==> src/rtl/mem_access_controller.sv <==
// Load/store sequencer between the Memory stage and a req/gnt/rvalid data memory.
// Stalls F/D/E/M and bubbles M->W while an access is outstanding; every access is time-bounded.
//
// state | meaning
// IDLE  | no access outstanding; a new access in M is latched here
// REQ   | mem_req_o high, waiting for mem_gnt_i
// WAIT  | load granted, waiting for mem_rvalid_i
// RESP  | access done (or timed out); instruction advances to Writeback
module mem_access_controller #(
   parameter int DATA_WIDTH     = 32,
   parameter int TIMEOUT_CYCLES = 16,
   parameter int CNT_WIDTH      = $clog2(TIMEOUT_CYCLES)
) (
   input  logic                  clk,
   input  logic                  rst,
   input  logic                  mem_read_m_i,
   input  logic                  mem_write_m_i,
   input  logic [DATA_WIDTH-1:0] alu_result_m_i,
   input  logic [DATA_WIDTH-1:0] write_data_m_i,
   output logic                  mem_req_o,
   output logic                  mem_we_o,
   output logic [DATA_WIDTH-1:0] mem_addr_o,
   output logic [DATA_WIDTH-1:0] mem_wdata_o,
   input  logic                  mem_gnt_i,
   input  logic                  mem_rvalid_i,
   input  logic [DATA_WIDTH-1:0] mem_rdata_i,
   output logic                  stall_o,
   output logic                  flush_w_o,
   output logic [DATA_WIDTH-1:0] read_data_m_o,
   output logic                  err_o
);

   typedef enum logic [1:0] {
      ST_IDLE,
      ST_REQ,
      ST_WAIT,
      ST_RESP
   } state_t;

   localparam logic [CNT_WIDTH-1:0] CNT_LAST = CNT_WIDTH'(TIMEOUT_CYCLES - 1);

   state_t                state_q, state_d;
   logic [CNT_WIDTH-1:0]  cnt_q, cnt_d;
   logic [DATA_WIDTH-1:0] addr_q, addr_d;
   logic [DATA_WIDTH-1:0] wdata_q, wdata_d;
   logic                  we_q, we_d;
   logic [DATA_WIDTH-1:0] rdata_q, rdata_d;
   logic                  err_q, err_d;

   logic access;
   logic timeout;

   assign access  = mem_read_m_i | mem_write_m_i;
   assign timeout = (cnt_q == CNT_LAST);

   always_ff @(posedge clk) begin
      if (rst) begin
         state_q <= ST_IDLE;
         cnt_q   <= '0;
         addr_q  <= '0;
         wdata_q <= '0;
         we_q    <= 1'b0;
         rdata_q <= '0;
         err_q   <= 1'b0;
      end else begin
         state_q <= state_d;
         cnt_q   <= cnt_d;
         addr_q  <= addr_d;
         wdata_q <= wdata_d;
         we_q    <= we_d;
         rdata_q <= rdata_d;
         err_q   <= err_d;
      end
   end

   always_comb begin
      state_d = state_q;
      cnt_d   = cnt_q;
      addr_d  = addr_q;
      wdata_d = wdata_q;
      we_d    = we_q;
      rdata_d = rdata_q;
      err_d   = 1'b0;

      case (state_q)
         ST_IDLE: begin
            // gnt/rvalid deliberately ignored here so stale responses are dropped
            if (access) begin
               addr_d  = alu_result_m_i;
               wdata_d = write_data_m_i;
               we_d    = mem_write_m_i & ~mem_read_m_i;
               cnt_d   = '0;
               state_d = ST_REQ;
            end
         end
         ST_REQ: begin
            cnt_d = cnt_q + CNT_WIDTH'(1);
            // gnt completes a store; for a load only rvalid completes, so a late gnt still times out
            if (mem_gnt_i && we_q) begin
               state_d = ST_RESP;
            end else if (timeout) begin
               rdata_d = '0;
               err_d   = 1'b1;
               state_d = ST_RESP;
            end else if (mem_gnt_i) begin
               state_d = ST_WAIT;
            end
         end
         ST_WAIT: begin
            cnt_d = cnt_q + CNT_WIDTH'(1);
            if (mem_rvalid_i) begin
               rdata_d = mem_rdata_i;
               state_d = ST_RESP;
            end else if (timeout) begin
               rdata_d = '0;
               err_d   = 1'b1;
               state_d = ST_RESP;
            end
         end
         ST_RESP: begin
            state_d = ST_IDLE;
         end
         default: begin
            state_d = ST_IDLE;
         end
      endcase
   end

   assign stall_o       = ((state_q == ST_IDLE) && access) || (state_q == ST_REQ) ||
                          (state_q == ST_WAIT);
   assign flush_w_o     = stall_o;
   assign mem_req_o     = (state_q == ST_REQ);
   assign mem_we_o      = we_q;
   assign mem_addr_o    = addr_q;
   assign mem_wdata_o   = wdata_q;
   assign read_data_m_o = rdata_q;
   assign err_o         = err_q;

endmodule

==> config.mk <==
export PLATFORM = sky130hd
export DESIGN_NAME = mem_access_controller
export DESIGN_NICKNAME = d
export VERILOG_FILES = /design/src/rtl/mem_access_controller.sv
export SDC_FILE = /design/constraint.sdc
export NUM_CORES = 1
export LEC_CHECK = 0
export BUFFER_PORTS_ARGS = -buffer_cell sky130_fd_sc_hd__buf_2
export CAP_MARGIN = 20
export CORE_MARGIN = 4
export CORE_UTILIZATION = 44
export DETAILED_ROUTE_END_ITERATION = 8
export PLACE_DENSITY = 0.79
export RECOVER_POWER = 50
export REMOVE_ABC_BUFFERS = 1
export SETUP_SLACK_MARGIN = 0.3
export SLEW_MARGIN = 40
export SYNTH_ARGS = -nofsm -noshare
export SYNTH_HDL_FRONTEND = slang
export SYNTH_SLANG_ARGS = --single-unit
==> constraint.sdc <==
create_clock -name clk -period 1.9 [get_ports clk]
set_input_delay 0.285 -clock clk [delete_from_list [all_inputs] [get_ports clk]]
set_output_delay 0.285 -clock clk [all_outputs]
set_load 0.01 [all_outputs]
* Word-level counts from Yosys, hierarchy flattened
Index checks and enable logic that the tools add are counted.
** Storage, ports and cells
- Input bits :: 102
- Word-level logic and storage cells :: 48
- Output and inout bits :: 101
- Flip-flop bits (word level) :: 104
** Operators by class
- Reduce and logical (&&, ||, !) cells :: 12
- Muxes and demuxes :: 17
- Equal/unequal tests :: 8
- Bitwise operators :: 3
- Add/sub/neg operators :: 1
** Operators by type and width (count)
- 32-bit 2-to-1 mux :: 3
- 32-bit one-hot mux with 2 select lines :: 1
- 2-bit 2-to-1 mux :: 6
- 2-bit one-hot mux with 4 select lines :: 1
- 4-bit one-hot mux with 2 select lines :: 1
- 2-bit AND reduction :: 3
- 4-bit by 1-bit adder with 4-bit output, second input constant :: 1
- 2-bit == test, second input constant :: 2
- 4-bit == test, second input constant :: 1
- 4-bit 2-to-1 mux :: 1
- 2-bit != test, second input constant :: 2
- 4-bit by 1-bit != test with 1-bit output, second input constant :: 1
- 2-bit nonzero test :: 2
- 1-bit 2-to-1 mux :: 3
- 3-bit != test, second input constant :: 1
- 3-bit AND reduction :: 1
- 2-bit by 1-bit == test with 1-bit output, second input constant :: 1
- 1-bit logical AND :: 2
- 2-bit logical NOT :: 1
- 1-bit logical OR :: 2
- 1-bit one-hot mux with 2 select lines :: 1
- 2-bit OR reduction :: 1
- 1-bit bitwise AND :: 1
- 1-bit inverter :: 1
- 1-bit OR :: 1

* Logic depth before layout (Yosys ltp)
Gate-level depths: netlist of the first run.
- Depth after elaboration :: 4
- Depth in mapped cells :: 8
- Mapped depth without buffers :: 6

* Worst setup path after synthesis of the first run
OpenSTA, ideal clock, no wires.
- Kind :: reg-to-output
- From :: register state_q[0]
- To :: output stall_o
- Path buffers :: 2
- Setup slack :: 0.142 ns
- Cell stages (with the launch flop) :: 7
- Data arrival time :: 1.473 ns
- Required time :: 1.615 ns
- Cell sequence :: dfxtp_1 -> inv_1 -> ha_1 -> o21a_1 -> buf_2 -> or3_1 -> buf_4
** Between the ends
- Longest elaborated chain between the ends :: 4
- Elaborated cells on any way between the ends :: 6
- Classes of those cells :: eq/ne (2); reduce/logical (4)
** RTL lines
- start: declaration :: line 42 : state_t state_q, state_d;
- start signal: assignment :: line 66 : state_q <= state_d;
- 2-bit logical NOT :: line 129 : assign stall_o = ((state_q == ST_IDLE) && access) || (state_q == ST_REQ) ||
- 1-bit logical AND :: line 129
- 1-bit logical OR :: line 129
- 1-bit logical OR * :: line 129
- end: declaration :: line 27 : output logic stall_o,
Mark *: on every way between the ends. The rest lies on a longest branch, timed or not.

* Worst setup path after layout of the first run
- From :: register state_q[1]
- To :: output flush_w_o
** Between the ends
- Longest elaborated chain between the ends :: 4
- Elaborated cells on any way between the ends :: 6
- Classes of those cells :: eq/ne (2); reduce/logical (4)
** RTL lines
- 2-bit logical NOT :: line 129
- 1-bit logical AND :: line 129
- 1-bit logical OR :: line 129
- 1-bit logical OR * :: line 129
- end: declaration :: line 28 : output logic flush_w_o,
Marks and branches as above.

==> summary.md, run 1 <==
| Metric | Value |
|---|---|
| Fin. max-slew vios | `0` |
| Clock Latency Late Sink | `0.36 ns` |
| Register area share after synthesis | `55.71%` |
| Setup CP Type | `flip-flop to primary output` |
| Number of DRC markers in iteration 0 | `92` |
| Skew final | `0.01354 ns` |
| Site Rows | `33` |
| H-Tree Depth | `3` |
| Setup WS pre-CTS | `0.1920 ns` |
| Initial core utilization | `45.26%` |
| Clock sink count | `104` |
| Gpl congestion | `0.8095` |
| Commonest non-fill, non-tap cell in the layout | `nand2_1` |
| Critical Path Fanout Max | `3` |
| Die H | `100.2 um` |
| IO Port Bufs | `202` |
| Final period util | `95.45%` |
| Slack of the critical path | `0.08652 ns` |
| Syn Area/Cell | `8.417 um2` |
| Area Overhead vs Synth | `35.92%` |
| Chip width | `100.2 um` |
| Yosys warns | `0` |
| Max transition margin | `55.29%` |
| Total gr overflow | `0` |
| Largest net degree at the start of global routing | `46` |
| Hold Slack | `0.1468 ns` |
| Initial antenna violation count | `0` |
| Cells along the critical path | `inv_4 -> ha_4 -> o21a_4 -> or3_4 -> buf_6` |
| WL per Instance | `14.38 um` |
| Vias in the first global route | `3583` |
| CP endpoint kind | `primary output` |
| Worst-path clk slew | `0.11 ns` |
| Library cells used by synthesis | `27` |
| FMAX | `551.4 MHz` |
| Power per Cell Area | `1334 nW/um2` |
| Die area | `10030 um2` |
| Nets | `749` |
| Worst VDD drop | `0.6959 mV` |
| Worst path buffer plus inverter count | `2` |
| First-pass GRT wire length | `16400 um` |
| Startpoint types | `flip-flop` |
| DR vias | `3805` |
| Antenna diode count | `0` |
| GRT Total Usage | `20.19%` |
| DRC | `0` |
| Final std cells w/o fill | `752` |
| Critical Path RT | `1.62 ns` |
| Seq cells post-synth | `104` |
| Max-Cap Viols | `0` |
| Final Hold Viols | `0` |
| Core ar. | `8258 um2` |
| Status | `finished, final reports clean` |
| Finished Core Util | `61.52%` |
| Crit-path leading delay family | `flip-flops` |
| Clock tree buffer depth | `2` |
| Proportion of layout cells with a drive suffix above 1 | `24.57%` |
| CTS Buf Count | `9` |
| Vias per Instance | `5.060` |
| Most frequent cells in the layout | `nand2_1, dfxtp_1, buf_2, clkbuf_1, a21oi_1` |
| Io pins | `203` |
| Clock root buffer | `clkbuf_8` |
| Overall power | `0.006779 W` |
| Slowest cell on crit path | `dfxtp_4` |
| RSZ-0062 raised after global routing | `yes` |
| Worst-Margin Slew | `0.6705 ns` |
| Inst Count DP | `726` |
| Fin crit period | `1.813 ns` |
| DRT Pass-1 Iters | `4` |
| Routed Antenna Nets | `0` |
| Drt total wl | `10820 um` |
| Slowest stage delay, CP | `0.38 ns` |
| Hpwl dp | `7538 um` |
| Leak | `2.071 nW` |
| WP data arrival | `1.53 ns` |
| CTS tree | `yes` |
| Cells after synthesis | `444` |
| Mapped cell area | `3737 um2` |
| Final Setup Violations | `0` |
| Worst min-delay path class | `input pin to flip-flop` |
worst register-to-register path, delay by kind of cell, from the launching register on:
kind            cells  cell delay, ns
fa+ha+maj           1            0.15
compound gates      2            0.21
buf+inv             2            0.22
flops               1            0.38
simple gates        2            0.60
flip-flops by register name, indices dropped and copies added, names as in the netlist:
register / cells
mem_we_o: 1
state_q: 2
cnt_q: 4
mem_wdata_o: 32
read_data_m_o: 32
err_o: 1
mem_addr_o: 32
report_power, final:
group	switching (W)	internal, W	leakage, nW	total (W)
combinational	0.00158	0.00106	1.12	0.00264
clock	0.000768	0.000532	0.0952	0.00130
sequential	0.000232	0.00260	0.852	0.00284
total	0.00258	0.00420	2.07	0.00678
logic make-up (layout without fill, tap and decap cells):
kind of cell	count (synthesis)	after routing	share of synthesized area, %
adder cells (fa/ha/maj)	5	5	1.674
flip-flops	104	104	55.71
AO/OA/AOI/OAI	117	118	18.58
AND/OR/NAND/NOR	181	181	19.42
buffers and inverters	37	239	4.620
path summary, 6_finish.rpt:
check	startpoint	to	slack, ns	cells after the start
max	state_q[1]$_SDFFE_PP0P_	flush_w_o	0.09	5
min	alu_result_m_i[20]	mem_addr_o[20]$_SDFFE_PP0P_	0.15	3
max reg2reg	state_q[1]$_SDFFE_PP0P_	cnt_q[3]$_SDFFE_PP0P_	0.28	7
min reg2reg	mem_wdata_o[13]$_SDFFE_PP0P_	mem_wdata_o[13]$_SDFFE_PP0P_	0.46	2
cell type report:
class,count,area [um2]
clock buffer,10,137.6
clock inverter,6,50.05
fill,744,3178
inverter,3,16.27
multi-input combinational,304,1579
sequential,104,2090
tap,105,131.4
timing repair buffer,220,1076
cells in the mapped netlist:
cell      instances  area (um2)
inv_1             3       11.26
a32oi_1           1       8.760
nand2b_1          1       6.260
nand3_1           5       25.02
nor3b_1           1       7.510
ha_1              5       62.56
a22oi_1          32       240.2
nor2b_1           2       12.51
and4_1            1       8.760
o21ai_0           5       25.02
nor2_1           33       123.9
nor4b_1           1       8.760
o21bai_1          1       7.510
or3b_4            1       11.26
nand3b_1          1       7.510
a32o_1            1       10.01
o32ai_1           1       8.760
o21ai_2           1       8.760
nand2_1         132       495.5
buf_4             3       22.52
or3_1             3       18.77
clkbuf_1         13       48.80
o21a_1            2       15.01
buf_2            18       90.09
a211oi_1          2       15.01
dfxtp_1         104        2082
a21oi_1          71       355.3
metal layers:
layer	GRT usage (%)	share of wire [%]	vias to the layer above
li1	-	-	1885
met1	23.41	41	1741
met2	34.81	48	168
met3	7.922	10	11
met4	5.181	1.0	0
met5	0	0	-
stage by stage:
step | TNS (ns) | area, um2
finish | 0 | 5080
global route | 0 | 5080
CTS | 0 | 5135
detailed placement | 0 | 4826
global placement | 0 | 4826
floorplan | -140.17 | 3576
timing repair:
action                     4_1_cts  5_1_grt
resized for setup               15       14
setup endpoints to repair       84       51
setup buffers                    8        1
hold buffers                     0        0
gates cloned                     1        0
pin swaps                        1        0
Power figures use the tool's default switching activity.
==> run 2: changes to the inputs <==
--- a/config.mk
+++ b/config.mk
@@ -10,7 +10,7 @@
 export CORE_MARGIN = 4
 export CORE_UTILIZATION = 44
 export DETAILED_ROUTE_END_ITERATION = 8
-export PLACE_DENSITY = 0.79
+export PLACE_DENSITY = 0.9
 export RECOVER_POWER = 50
 export REMOVE_ABC_BUFFERS = 1
 export SETUP_SLACK_MARGIN = 0.3
==> run 2 against run 1 <==
Effect of this change:
- register-to-register slack worse by 0.16 ns
- worst setup slack better by 0.021 ns
- die area unchanged
- via count up 1.1%
- maximum frequency up 1.2%
- global-route usage down 0.85 points
- design area up 1.8%
- wire length down 2.5%
- combinational power up 13%
==> summary.md, run 2 (same netlist as run 1, synthesis figures left out) <==
| Metric | Value |
|---|---|
| Cells along the critical path | `inv_4 -> ha_4 -> o21a_4 -> or3_4 -> buf_2` |
| Site Rows | `33 (unchanged)` |
| IO Port Bufs | `202 (unchanged)` |
| Drt total wl | `10540 um (-2.5%)` |
| WP data arrival | `1.51 ns (-0.02 ns)` |
| Max transition margin | `55.58% (+0.29 points)` |
| CTS Buf Count | `9 (unchanged)` |
| Final instance area | `5172 um2 (+1.8%)` |
| Gpl congestion | `0.8062 (-0.41%)` |
| Worst r2r src | `state_q[1]$_SDFFE_PP0P_` |
| CP startpoint | `state_q[1]$_SDFFE_PP0P_` |
| Vias per Instance | `5.089 (+0.57%)` |
| Total gr overflow | `0 (unchanged)` |
| Setup CP Type | `flip-flop to primary output` |
| Core ar. | `8258 um2 (unchanged)` |
| Most frequent cells in the layout | `nand2_1, buf_2, dfxtp_1, clkbuf_1, a21oi_1` |
| Final Setup Violations | `0 (unchanged)` |
| Clock tree buffer depth | `2 (unchanged)` |
| Io pins | `203 (unchanged)` |
| Hpwl dp | `7328 um (-2.8%)` |
| Vias in the first global route | `3604 (+0.59%)` |
| R2R cell count | `9 (+2)` |
| Clock sink count | `104 (unchanged)` |
| Clock Latency Late Sink | `0.35 ns (about the same)` |
| Initial antenna violation count | `0 (unchanged)` |
| Fin. max-slew vios | `0 (unchanged)` |
| Leak | `2.113 nW (+2.1%)` |
| DRC | `0 (unchanged)` |
| Chip width | `100.2 um (unchanged)` |
| Slowest stage delay, CP | `0.38 ns (about the same)` |
| WP depth | `5 (unchanged)` |
| Proportion of layout cells with a drive suffix above 1 | `24.88% (+0.31 points)` |
| DRT Pass-1 Iters | `4 (unchanged)` |
| First-pass GRT wire length | `16000 um (-2.4%)` |
| Worst-path clk slew | `0.10 ns (about the same)` |
| DP Area | `4823 um2 (about the same)` |
| Critical Path Fanout Max | `3 (unchanged)` |
| CTS tree | `yes` |
| Startpoint types | `flip-flop` |
| DR vias | `3847 (+1.1%)` |
| Fin crit period | `1.793 ns (-0.02075 ns)` |
| RSZ-0062 raised after global routing | `yes` |
| Worst VDD drop | `0.6583 mV (-5.4%)` |
| # hold bufs at CTS | `0 (unchanged)` |
| H-Tree Depth | `3 (unchanged)` |
| FMAX | `557.8 MHz (+1.2%)` |
| Flop-to-flop setup slack | `0.12 ns (-0.16 ns)` |
| Max-Cap Viols | `0 (unchanged)` |
| Hold Slack | `0.1598 ns (+0.01297 ns)` |
| GRT Total Usage | `19.33% (-0.85 points)` |
| Worst-Margin Slew | `0.6661 ns (-0.004358 ns)` |
| Status | `finished, final reports clean` |
| Slowest cell on crit path | `dfxtp_4` |
| Worst min-delay path class | `input pin to flip-flop` |
| WL per Instance | `13.94 um (-3.0%)` |
| CP endpoint kind | `primary output` |
| Antenna diode count | `0 (unchanged)` |
| Final Hold Viols | `0 (unchanged)` |
| Die area | `10030 um2 (unchanged)` |
| Initial core utilization | `45.26% (unchanged)` |
| Critical Path RT | `1.62 ns (about the same)` |
| Routed Antenna Nets | `0 (unchanged)` |
| Area Overhead vs Synth | `38.40%` |
| Worst path buffer plus inverter count | `2 (unchanged)` |
| Commonest non-fill, non-tap cell in the layout | `nand2_1` |
| Setup TNS | `0 ns (unchanged)` |
| Die H | `100.2 um (unchanged)` |
| Crit-path leading delay family | `flip-flops` |
| Number of DRC markers in iteration 0 | `102 (+11%)` |
| Final period util | `94.35% (-1.1 points)` |
| Power per Cell Area | `1385 nW/um2 (+3.8%)` |
| Crit path capture | `flush_w_o` |
| FF-to-FF End | `mem_wdata_o[6]$_SDFFE_PP0P_` |
| Skew final | `0.01233 ns (-0.001219 ns)` |
| Nets | `753 (+0.53%)` |
| Clock root buffer | `clkbuf_8` |
| Largest net degree at the start of global routing | `56 (+22%)` |
-- run 2: repair_timing --
item / CTS / global route
pin swaps: 3 / 3
resized for setup: 14 / 17
setup endpoints to repair: 83 / 54
gates cloned: 2 / 1
buffers inserted: 4 / 9
-- run 2: cell type report --
cell class | instances | area, um2
fill | 727 | 3085
clock inverter | 6 | 67.56
clock buffer | 10 | 127.6
sequential | 104 | 2090
tap | 105 | 131.4
multi-input combinational | 304 | 1578
timing repair buffer | 224 | 1162
inverter | 3 | 16.27
-- run 2: worst reg2reg max path, delay by kind of cell, from the launching register on --
family	cells	cell delay [ns]
adder cells (fa/ha/maj)	1	0.15
AO/OA/AOI/OAI	2	0.40
buffers and inverters	5	0.72
flip-flops	1	0.38
AND/OR/NAND/NOR	1	0.06
-- run 2: worst min path at each step --
stage / from / end / slack [ns] / depth (start not counted)
3_5_place_dp: mem_addr_o[6]$_SDFFE_PP0P_ / mem_addr_o[6]$_SDFFE_PP0P_ / 0.44 / 2
4_1_cts: alu_result_m_i[1] / mem_addr_o[1]$_SDFFE_PP0P_ / 0.14 / 3
2_1_floorplan: rst / cnt_q[0]$_SDFFE_PP0P_ / 0.35 / 1
3_3_place_gp: mem_wdata_o[28]$_SDFFE_PP0P_ / mem_wdata_o[28]$_SDFFE_PP0P_ / 0.44 / 2
6_report: write_data_m_i[11] / mem_wdata_o[11]$_SDFFE_PP0P_ / 0.16 / 3
5_1_grt: alu_result_m_i[10] / mem_addr_o[10]$_SDFFE_PP0P_ / 0.14 / 3
-- run 2: per-layer routing --
metal	vias up	wire length, um	track usage [%]
met5	-	0	0
met4	0	200	8.290
met3	17	986	4.448
met2	172	5314	34.81
met1	1764	4039	21.73
li1	1894	-	-
-- run 2: through the flow --
step | util [%] | std cells | setup slack [ns] | power [W]
6_report | 62.64 | 756 | 0.1073 | 0.007162
5_1_grt | 62.64 | 756 | 0.01287 | 0.007648
4_1_cts | 62.09 | 746 | 0.07623 | 0.006904
3_5_place_dp | 58.41 | 724 | 0.1699 | 0.005244
3_3_place_gp | 58.41 | 724 | 0.2477 | 0.005142
2_1_floorplan | - | 410 | -2.157 | 0.004174
-- run 2: where the power goes --
| part | leakage (nW) | internal, W | switching (W) | total (W) |
|---|---|---|---|---|
| Combinational | 1.17 | 0.00130 | 0.00168 | 0.00298 |
| Clock | 0.0933 | 0.000617 | 0.000730 | 0.00135 |
| Sequential | 0.852 | 0.00260 | 0.000232 | 0.00284 |
